### src/rtl/multdiv_ctrl_pkg.sv
// Shared definitions for the multdiv sequencing controller.
// Holds the FSM state encoding, datapath widths, the rstatus defaults and
// the payload captured from execute when an operation is accepted.
package multdiv_ctrl_pkg;

    localparam int unsigned DATA_W           = 32;
    localparam int unsigned REG_W            = 5;
    localparam int unsigned WD_W             = 6;
    localparam int unsigned TIMEOUT_DEF      = 40;
    localparam int unsigned MULT_RSTATUS_DEF = 4;
    localparam int unsigned DIV_RSTATUS_DEF  = 5;
    localparam int unsigned REG_RSTATUS      = 30;

    typedef enum logic [1:0] {
        IDLE  = 2'd0,
        START = 2'd1,
        BUSY  = 2'd2,
        DONE  = 2'd3
    } md_state_e;

    // Operation latched from execute on acceptance
    typedef struct packed {
        logic [DATA_W-1:0] op_a;
        logic [DATA_W-1:0] op_b;
        logic [REG_W-1:0]  rd;
        logic              is_mult;
    } md_req_t;

    // Zero-extended rstatus code for the operation type that faulted
    function automatic logic [DATA_W-1:0] rstatus_word(input logic        is_mult,
                                                       input int unsigned mult_rs,
                                                       input int unsigned div_rs);
        return is_mult ? DATA_W'(mult_rs) : DATA_W'(div_rs);
    endfunction

endpackage

### src/rtl/multdiv_ctrl_watchdog.sv
// BUSY-cycle watchdog for the multdiv controller.
// Ports:
//   clock, reset_n  clock and synchronous active-low reset
//   i_clr           synchronous clear (asserted while the FSM is in START)
//   i_en            count enable (asserted while the FSM is in BUSY)
//   o_first         counter is zero: this is the first BUSY cycle
//   o_expired       this is the TIMEOUT-th BUSY cycle; leave BUSY now
module multdiv_ctrl_watchdog
    import multdiv_ctrl_pkg::*;
#(
    parameter int unsigned TIMEOUT = TIMEOUT_DEF
) (
    input  logic clock,
    input  logic reset_n,
    input  logic i_clr,
    input  logic i_en,
    output logic o_first,
    output logic o_expired
);

    logic [WD_W-1:0] r_count;

    // Counts completed BUSY cycles since the last START
    always_ff @(posedge clock) begin
        if (!reset_n || i_clr) begin
            r_count <= '0;
        end else if (i_en) begin
            r_count <= r_count + WD_W'(1);
        end
    end

    assign o_first   = (r_count == '0);
    // Flag one cycle early so DONE lands exactly TIMEOUT cycles after BUSY entry
    assign o_expired = (r_count == WD_W'(TIMEOUT - 1));

endmodule

### src/rtl/multdiv_ctrl.sv
// Sequencing controller between execute and the multdiv unit.
// Accepts one MUL/DIV from execute, stalls the pipeline, holds operands,
// pulses the unit start for one cycle, waits for result-ready (or the
// watchdog) and presents a single writeback beat.
// Ports:
//   clock, reset_n               clock and synchronous active-low reset
//   ex_isMult/ex_isDiv           request from execute (mult wins if both)
//   ex_operandA/B, ex_rd         operands and destination from execute
//   flush                        abort any in-flight operation
//   md_result/exception/RDY      multdiv unit response
//   md_operandA/B                held operands to the unit
//   md_ctrl_MULT/DIV             one-cycle start pulses
//   stall                        freeze PC, F/D and D/X
//   wb_valid, wb_rd, wb_data     writeback beat (r30 + rstatus on exception)
module multdiv_ctrl
    import multdiv_ctrl_pkg::*;
#(
    parameter int unsigned TIMEOUT      = TIMEOUT_DEF,
    parameter int unsigned MULT_RSTATUS = MULT_RSTATUS_DEF,
    parameter int unsigned DIV_RSTATUS  = DIV_RSTATUS_DEF
) (
    input  logic              clock,
    input  logic              reset_n,
    input  logic              ex_isMult,
    input  logic              ex_isDiv,
    input  logic [DATA_W-1:0] ex_operandA,
    input  logic [DATA_W-1:0] ex_operandB,
    input  logic [REG_W-1:0]  ex_rd,
    input  logic              flush,
    input  logic [DATA_W-1:0] md_result,
    input  logic              md_exception,
    input  logic              md_resultRDY,
    output logic [DATA_W-1:0] md_operandA,
    output logic [DATA_W-1:0] md_operandB,
    output logic              md_ctrl_MULT,
    output logic              md_ctrl_DIV,
    output logic              stall,
    output logic              wb_valid,
    output logic [REG_W-1:0]  wb_rd,
    output logic [DATA_W-1:0] wb_data
);

    md_state_e         r_state;
    md_state_e         w_next;
    md_req_t           r_hold;
    logic [DATA_W-1:0] r_result;
    logic              r_exc;

    logic w_req;
    logic w_accept;
    logic w_capture;
    logic w_force;
    logic w_wd_first;
    logic w_wd_expired;

    assign w_req = ex_isMult | ex_isDiv;

    multdiv_ctrl_watchdog #(
        .TIMEOUT (TIMEOUT)
    ) u_watchdog (
        .clock     (clock),
        .reset_n   (reset_n),
        .i_clr     (r_state == START),
        .i_en      (r_state == BUSY),
        .o_first   (w_wd_first),
        .o_expired (w_wd_expired)
    );

    // State register
    always_ff @(posedge clock) begin
        if (!reset_n) begin
            r_state <= IDLE;
        end else begin
            r_state <= w_next;
        end
    end

    // Operand / rd / op holding register, loaded on acceptance only
    always_ff @(posedge clock) begin
        if (!reset_n) begin
            r_hold <= '0;
        end else if (w_accept) begin
            r_hold <= '{op_a: ex_operandA, op_b: ex_operandB, rd: ex_rd, is_mult: ex_isMult};
        end
    end

    // Result / exception holding register
    always_ff @(posedge clock) begin
        if (!reset_n) begin
            r_result <= '0;
            r_exc    <= 1'b0;
        end else if (w_capture) begin
            r_result <= md_result;
            r_exc    <= md_exception;
        end else if (w_force) begin
            r_result <= '0;
            r_exc    <= 1'b1;
        end
    end

    // Next-state and output decode
    always_comb begin
        w_next       = r_state;
        w_accept     = 1'b0;
        w_capture    = 1'b0;
        w_force      = 1'b0;
        stall        = 1'b0;
        md_ctrl_MULT = 1'b0;
        md_ctrl_DIV  = 1'b0;
        wb_valid     = 1'b0;
        wb_rd        = '0;
        wb_data      = '0;

        case (r_state)
            IDLE: begin
                stall = w_req;
                if (w_req) begin
                    w_accept = 1'b1;
                    w_next   = START;
                end
            end
            START: begin
                stall        = 1'b1;
                md_ctrl_MULT = r_hold.is_mult & ~flush;
                md_ctrl_DIV  = ~r_hold.is_mult & ~flush;
                w_next       = BUSY;
            end
            BUSY: begin
                stall = 1'b1;
                // The unit's counter can still show a stale ready in the first BUSY cycle
                if (md_resultRDY && !w_wd_first) begin
                    w_capture = 1'b1;
                    w_next    = DONE;
                end else if (w_wd_expired) begin
                    w_force = 1'b1;
                    w_next  = DONE;
                end
            end
            DONE: begin
                wb_valid = ~flush;
                if (!flush) begin
                    wb_rd   = r_exc ? REG_W'(REG_RSTATUS) : r_hold.rd;
                    wb_data = r_exc ? rstatus_word(r_hold.is_mult, MULT_RSTATUS, DIV_RSTATUS)
                                    : r_result;
                end
                w_next = IDLE;
            end
            default: begin
                w_next = IDLE;
            end
        endcase

        // Flush overrides every transition and load
        if (flush) begin
            w_next    = IDLE;
            w_accept  = 1'b0;
            w_capture = 1'b0;
            w_force   = 1'b0;
        end
    end

    assign md_operandA = r_hold.op_a;
    assign md_operandB = r_hold.op_b;

endmodule

### config.mk
export PLATFORM = sky130hd
export DESIGN_NAME = multdiv_ctrl
export DESIGN_NICKNAME = d
export VERILOG_FILES = /design/src/rtl/multdiv_ctrl_pkg.sv /design/src/rtl/multdiv_ctrl_watchdog.sv /design/src/rtl/multdiv_ctrl.sv
export SDC_FILE = /design/constraint.sdc
export NUM_CORES = 1
export LEC_CHECK = 0
export CAP_MARGIN = 20
export CELL_PAD_IN_SITES_DETAIL_PLACEMENT = 0
export CELL_PAD_IN_SITES_GLOBAL_PLACEMENT = 1
export CORE_MARGIN = 3
export CORE_UTILIZATION = 27
export CTS_CLUSTER_DIAMETER = 30
export DETAILED_ROUTE_END_ITERATION = 8
export GPL_ROUTABILITY_DRIVEN = 0
export GPL_TIMING_DRIVEN = 0
export PLACE_DENSITY_LB_ADDON = 0.12
export SLEW_MARGIN = 20
export SYNTH_ARGS = -nofsm -noshare
export SYNTH_HDL_FRONTEND = slang
export SYNTH_SLANG_ARGS = --single-unit
export TNS_END_PERCENT = 100
### constraint.sdc
create_clock -name clock -period 1.75 [get_ports clock]
set_input_delay 0.35 -clock clock [delete_from_list [all_inputs] [get_ports clock]]
set_output_delay 0.35 -clock clock [all_outputs]
set_load 0.02 [all_outputs]
# Word-level counts from Yosys, hierarchy flattened

Cells that the tools add are included.

Equal/unequal tests: 6
Reduce and logical (&&, ||, !) cells: 10
Order comparisons: 0
Div/mod/pow operators: 0
Multipliers: 0
Muxes and demuxes: 29
Bitwise gates (word level): 6
Shift operators: 0
$add $sub $neg: 1

Operators by type and width:

| operator            | number |
|---|---|
| $mux 32             | 5 |
| $mux 1              | 16 |
| $mux 5              | 3 |
| $pmux 2 s4          | 1 |
| $add 6x1->6 const B | 1 |
| $eq 6x6->1 const B  | 1 |
| $logic_not 6->1     | 1 |
| $mux 2              | 3 |
| $eq 2x2->1 const B  | 2 |
| $reduce_or 2->1     | 2 |
| $ne 3x3->1 const B  | 1 |
| $not 1->1           | 3 |
| $and 1x1->1         | 2 |
| $eq 2x1->1 const B  | 1 |
| $logic_not 1->1     | 2 |
| $logic_not 2->1     | 1 |
| $ne 2x2->1 const B  | 1 |
| $pmux 1 s2          | 1 |
| $reduce_and 2->1    | 1 |
| $reduce_bool 2->1   | 1 |
| $logic_and 1x1->1   | 1 |
| $logic_or 1x1->1    | 1 |
| $or 1x1->1          | 1 |

Bits in writable memories: 0
Memory bits (read-only): 0
Logic and storage cells: 60
Bits in registers: 111
Bits in latches: 0
Input port bits: 108
Memories kept: 0
Output and inout port bits: 105

# Depth between registers and ports, before layout

Gate-level depths: netlist (run 1).

Word-level depth: 8
Mapped depth: 9
Depth with buffers taken out: 6

# By module

Synthesis (run 1) repeated with hierarchy kept, for this count alone.

Cells, all modules: 668
Area total of the unflattened synthesis: 5636.7 µm²

Modules (own cells, without submodules):

| module                | cells each | area an instance (µm²) | instances | seq. area each (µm²) |
|---|---|---|---|---|
| multdiv_ctrl          | 636        | 5348.9                 | 1         | 2102.0 |
| multdiv_ctrl_watchdog | 32         | 287.8                  | 1         | 120.1 |

# Worst setup path before layout (run 1)

No wires, ideal clock.

Path type: input-to-output
Start point: input flush
End point: output wb_data[10]
Stages: 6
Setup slack: 0.000 ns
Path buffers: 3
Arrival time: 1.400 ns
Cell sequence: clkbuf_1 > nand2b_1 > buf_2 > nor2_1 > clkbuf_1 > and2_1

Cells in the longest elaborated chain, start to end: 2

RTL lines:

| item               | line                | RTL |
|---|---|---|
| start: declaration | multdiv_ctrl.sv:29  | `input logic flush,` |
| $mux 32            | multdiv_ctrl.sv:141 | `if (!flush) begin` |
| $mux 32            | multdiv_ctrl.sv:114 | `case (r_state)` |
| end: declaration   | multdiv_ctrl.sv:40  | `output logic [DATA_W-1:0] wb_data` |

Every way passes these cells.

# Worst setup path in the final report (run 1)

Start point: register r_state[0]
End point: output wb_rd[0]

Cells in the longest elaborated chain, start to end: 2

RTL lines:

| item                     | line                | RTL |
|---|---|---|
| start: declaration       | multdiv_ctrl.sv:43  | `md_state_e r_state;` |
| start signal: assignment | multdiv_ctrl.sv:74  | `r_state <= w_next;` |
| $eq 2x2->1               | multdiv_ctrl.sv:114 |  |
| $mux 5                   | multdiv_ctrl.sv:114 |  |
| end: declaration         | multdiv_ctrl.sv:39  | `output logic [REG_W-1:0] wb_rd,` |

Every way passes these cells.

==> impl_metrics.ini, run 1 <==
[status]
status = finished, violations left
violations = setup timing

[critical_path]
crit_fanout = 5
rrSetupSlack_ns = 0.08
max_stage_delay_ns = 0.38
cpMaxStageDelayCell = dfxtp_4
worstRegToRegCells = 7
critPathBufInv = 3
rr_endpoint = md_operandA[24]$_SDFFE_PN0P_
start_kind = register
cp.required_ns = 1.40
path_delay_family = flip-flops
end_kind = output port
worst_ep_arrival_time_ns = 1.55
crit_type = register to output port
critPathMostFrequentCell = buf_6
r2r_start = r_state[0]$_SDFFE_PP0P_
path_cells = ha_4 > nand2b_4 > nor2_4 > buf_6 > buf_8 > and2_4 > buf_6

[sta]
drv_slew = 0
tightestPinTransition_ns = 0.4850
finalCriticalPeriod_ns = 1.901
rsz0062_at_grt = yes
setup_viol = 32
setup_slack_ns = -0.1512
fin_worst_skew_ns = 0.007954
holdWs_ns = 0.4553
fin_crit_sh_pct = 108.6
slew_headroom_pct = 67.67
fmax_mhz = 526.0
hold_viol = 0

[clocking]
cts_max_path_buffers = 2
cts_max_level = 3
path_clk_slew_ns = 0.07
cts.sinks = 111
root_buffer = clkbuf_16
clkLatencyLatePin_ns = 0.35
cts_tree = built
cts_buffers = 9
postCtsHoldBufs = 0

[cells_and_area]
areaGrowthSynthToFinish_pct = 66.76
nets = 906
nFillCells = 1648
antennaDiodeCount = 0
layout-drive-gt1-share_pct = 27.98
design_area_um2 = 7910
final_util_pct = 46.87
final_cells = 1017

[global_route]
grt_overflow_total = 0
grt_pass1_wl_um = 22950
antenna_found_initial = 0
grt_pass1_vias = 4393
grt_use_total_pct = 14.57
grt_max_degree = 19

[min_path]
hold_path_depth = 2
holdCritStartpoint = md_operandB[21]$_SDFFE_PN0P_
hold_path_class = register to register
min_to = md_operandB[21]$_SDFFE_PN0P_

[drt]
dr.pass1.iters = 6
wirelength_um = 14290
drc_errors = 0
num_vias = 4336
vias_per_cell = 4.264
ant_nets = 0
drtIter0Drc = 163
wl_per_cell_um = 14.05

[synth]
syn_nets = 672
yosys_warnings = 0
avgSynthCellArea_um2 = 8.501
synth_seq_cells = 111
yosysUniqueCellTypes = 33
synth_cells = 558
synth_area_um2 = 4743
ys_seq_area_share_pct = 46.85

[power_and_ir_drop]
power_frac_comb_pct = 17.3
peakVddDrop_uv = 546.3
total_power_w = 0.005978
swShare_pct = 24.92
power_density_nw_per_um2 = 755.7
p_leak_nw = 3.751
power_frac_seq_pct = 44.9
power.switching_w = 0.001489
internal_power_w = 0.004488
clkPwrFrac_pct = 37.8

[floorplan]
core_area_um2 = 16880
io_pins = 213
die_h_um = 138.5
start_util_pct = 28.10
num_rows = 47
die_area_um2 = 19190
die_width_um = 138.5

[placed_design]
detailed_place_hpwl_um = 10300
dp.cells = 989
placed_cell_area_um2 = 7131
numPortBuffers = 211

[job]
maxCapViolCount = 0
-- area by class of cell --
type                       count  area (um2)  share of cell area, %
sequential                   111        2235                  28.25
tap                          220       275.3                  3.480
buffer                        96       720.7                  9.111
clock buffer                  10       239.0                  3.021
multi-input combinational    337        1987                  25.12
inverter                      11       43.79                 0.5536
timing repair buffer         226        2316                  29.28
clock inverter                 6       93.84                  1.186
-- timing repair --
| item | in CTS | in global routing |
|---|---|---|
| gates resized for setup | 360 | 50 |
| cloned | 3 | 1 |
| setup buffers | 8 | 5 |
| endpoints found under the setup margin | 183 | 163 |
| pin swaps | 30 | 10 |
-- layer usage --
layer / global-route usage [%] / wire length, um / up-vias / share of wire [%]
li1: - / - / 2215 / -
met1: 19.36 / 6514 / 1967 / 46
met2: 22.64 / 6480 / 140 / 45
met3: 4.483 / 1099 / 14 / 7.7
met4: 4.784 / 197 / 0 / 1.4
met5: 0 / 0 / - / 0
-- tightest hold or removal path: stages (launching register included) --
cell and delay, ns:
dfxtp_1 0.31, nand2_1 0.05, a21oi_1 0.05
-- power groups by stage --
stage,Combinational (W),Sequential [W],Clock [W]
after floorplan,0.000530,0.00273,0
after global placement,0.00105,0.00274,0
after detailed placement,0.00106,0.00274,0
after CTS,0.00104,0.00268,0.00235
after global routing,0.00113,0.00270,0.00243
final,0.00104,0.00268,0.00226
-- cells by family (layout without fill, tap and decap cells) --
| logic type | count (synthesis) | in the layout | synth area share [%] |
|---|---|---|---|
| flops | 111 | 111 | 46.85 |
| fa+ha+maj | 6 | 6 | 1.583 |
| buf+inv | 110 | 349 | 15.43 |
| simple gates | 212 | 212 | 19.36 |
| mux | 3 | 3 | 0.6331 |
| compound gates | 112 | 112 | 15.40 |
| xor+xnor | 4 | 4 | 0.7387 |
-- how the worst max path moves through the flow --
| stage | from | to | slack (ns) | depth (start not counted) |
|---|---|---|---|---|
| finish | r_state[0]$_SDFFE_PP0P_ | wb_rd[0] | -0.15 | 7 |
| global route | r_state[0]$_SDFFE_PP0P_ | wb_data[30] | -0.22 | 7 |
| global placement | flush | wb_data[3] | -0.83 | 7 |
| floorplan | flush | wb_data[10] | 0.0005 | 6 |
| CTS | r_state[0]$_SDFFE_PP0P_ | wb_data[3] | -0.28 | 8 |
| detailed placement | flush | wb_data[3] | -0.82 | 7 |
-- placed cells by master (no fill, tap or decap), drive strengths merged --
cell	n
a22o	32
o21ai	3
nand2b	3
a21oi	72
nand2	146
bufinv	2
clkdlybuf4s50	106
inv	11
o31ai	1
xor2	3
nor2	24
a31oi	1
xnor2	1
a221oi	1
and4	1
or3	1
clkinv	3
or2	1
o221a	1
nor3b	2
buf	138
dlymetal6s2s	22
o31a	1
and2	31
mux2i	3
and3	1
clkinvlp	1
nand4	2
dfxtp	111
dlygate4sd2	42
clkbuf	24
ha	6
-- cells in the mapped netlist (all sizes together) --
master	number	area, um2
a31oi	1	21.27
a22o	32	282.8
o31a	1	10.01
nand2b	3	18.77
a21oi	72	360.4
ha	6	75.07
nor3b	2	15.01
nor2	24	100.1
or2	1	6.260
and4	1	11.26
and3	1	6.260
o221a	1	11.26
or3	1	6.260
nand4	2	12.51
nand2	146	548.0
dfxtp	111	2222
and2	31	193.9
mux2i	3	30.03
buf	83	630.6
a221oi	1	8.760
xnor2	1	8.760
inv	11	41.29
o21ai	3	15.01
o31ai	1	21.27
clkbuf	16	60.06
xor2	3	26.28
-- metrics by stage --
step	worst slack, ns	TNS, ns
global route	-0.2211	-7.178
finish	-0.1512	-4.346
CTS	-0.2837	-8.832
global placement	-0.8273	-75.02
floorplan	0.0004726	0
detailed placement	-0.8175	-80.09
-- state kept, by name, indices dropped and copies added (netlist names) --
signal and cells:
r_exc 1, md_operandB 32, r_hold 6, r_state 2
r_result 32, md_operandA 32, u_watchdog.r_count 6
(Power assumes the default switching activity.)
==> run 2, diff against run 1 <==
CORE_UTILIZATION = 40   (was 27)
DONT_BUFFER_PORTS = 1   (was not set)
==> impl_metrics.ini, run 2 (same netlist as run 1, synthesis figures left out) <==
[cells_and_area]
final_common_cell = nand2_1
nets = 688
antennaDiodeCount = 0
layout-drive-gt1-share_pct = 30.40
mostFrequentLayoutCells = nand2_1 (146), dfxtp_1 (108), a21oi_1 (71), buf_4 (69)
areaGrowthSynthToFinish_pct = 17.25

[drt]
vias_per_cell = 4.907
wl_per_cell_um = 15.91
ant_nets = 0
dr.pass1.iters = 4
wirelength_um = 11490
drtIter0Drc = 125
num_vias = 3543
drc_errors = 0

[power_and_ir_drop]
power_density_nw_per_um2 = 941.7
peakVddDrop_uv = 439.2
total_power_w = 0.005238
p_leak_nw = 2.265

[sta]
fin_worst_skew_ns = 0.008479
setup_viol = 31
tightestPinTransition_ns = 0.4825
hold_viol = 0
fin_setup_tns_ns = -1.535
drv_slew = 0
holdWs_ns = 0.1234
fmax_mhz = 550.9
fin_crit_sh_pct = 103.7
rsz0062_at_grt = yes
setup_slack_ns = -0.06530
slew_headroom_pct = 67.83
finalCriticalPeriod_ns = 1.815

[global_route]
grt_use_total_pct = 16.63
grt_pass1_wl_um = 17110
grt_max_degree = 18
antenna_found_initial = 0
grt_pass1_vias = 3416
grt_overflow_total = 0

[critical_path]
start_kind = register
crit_fanout = 7
r2r_start = r_state[0]$_SDFFE_PP0P_
crit_type = register to output port
cp.required_ns = 1.40
worst_ep_arrival_time_ns = 1.47
rrSetupSlack_ns = 0.03
end_kind = output port
rr_endpoint = r_hold[0]$_SDFFE_PN0P_
worstRegToRegCells = 8

[clocking]
cts_max_path_buffers = 2
path_clk_slew_ns = 0.07
cts_buffers = 9
cts.sinks = 111
clkLatencyLatePin_ns = 0.35
cts_tree = built
cts_max_level = 3
root_buffer = clkbuf_16
postCtsHoldBufs = 0

[floorplan]
die_area_um2 = 13200
core_area_um2 = 11520
io_pins = 213
die_width_um = 114.9
num_rows = 39
start_util_pct = 41.19
die_h_um = 114.9

[placed_design]
numPortBuffers = 0
detailed_place_hpwl_um = 8377

[min_path]
min_to = md_operandB[1]$_SDFFE_PN0P_
hold_path_class = input port to register
holdCritStartpoint = ex_operandB[1]
hold_path_depth = 2

[status]
status = finished, violations left
violations = setup timing

[job]
maxCapViolCount = 0
run 2: cell types whose count changed in the layout (fill, tap and decap cells not counted), moves of 3 or more:
cell             delta
buf_4               -6
dlygate4sd2_1      -42
buf_6              -41
dfxtp_4             -3
dlymetal6s2s_1     -22
clkdlybuf4s50_1   -106
run 2: how the worst max path moves through the flow:
stage                            startpoint                     end  slack, ns  cells after the start
floorplan                             flush             wb_data[10]     0.0005                      6
detailed placement  r_state[0]$_SDFFE_PP0P_  r_hold[1]$_SDFFE_PN0P_      -0.35                      7
global route        r_state[0]$_SDFFE_PP0P_              wb_data[6]      -0.12                      6
global placement    r_state[0]$_SDFFE_PP0P_  r_hold[4]$_SDFFE_PN0P_      -0.29                      7
finish              r_state[0]$_SDFFE_PP0P_              wb_data[6]      -0.07                      6
CTS                 r_state[1]$_SDFFE_PP0P_             wb_data[26]      -0.29                      6
run 2: report_power, final:
part	internal (W)	leakage, nW	switching (W)
Combinational	0.000256	1.23	0.000412
Sequential	0.00263	0.905	0.0000553
Clock	0.000967	0.129	0.000916
Total	0.00385	2.26	0.00138
run 2: worst max-delay path: stages, from the launching register on:
cell	delay, ns
dfxtp_2	0.35
ha_4	0.15
nand2b_4	0.07
nor2_4	0.10
buf_12	0.14
buf_8	0.11
and2_4	0.18
run 2: repair_timing:
item                                   4_1_cts  5_1_grt
setup buffers                                4        1
gates cloned                                 3        0
resized for setup                          113       18
pin swaps                                   26        3
setup endpoints to repair                  140      133
endpoints found under the hold margin        0        0
run 2: through the flow:
step	setup slack (ns)	area, um2	util, %	cells
floorplan	0.0004726	4743	-	558
global placement	-0.2920	4922	42.74	701
detailed placement	-0.3463	4922	42.74	701
CTS	-0.2882	5488	47.65	722
global route	-0.1242	5562	48.29	722
finish	-0.06530	5562	48.29	722
run 2: cell type report:
type,count,area [um2]
multi-input cells,337,2028
well taps,143,178.9
repair buffers,8,95.09
clock inverters,5,35.03
plain buffers,96,721.9
fillers,1129,5954
inverters,11,43.79
clock buffers,11,232.7
flip-flops and latches,111,2226
run 2: routing by layer:
metal / up-vias / wire length (um) / track usage (%)
li1: 1781 / - / -
met1: 1589 / 4800 / 19.22
met2: 148 / 5221 / 26.08
met3: 25 / 1053 / 6.632
met4: 0 / 411 / 9.624
met5: - / 0 / 0
==> run 3, diff against run 2 <==
CORE_UTILIZATION = 27   (was 40)
DONT_BUFFER_PORTS = not set   (was 1)
==> results of run 3 <==
No change in the layout: final DEF, timing and power equal those of run 1.
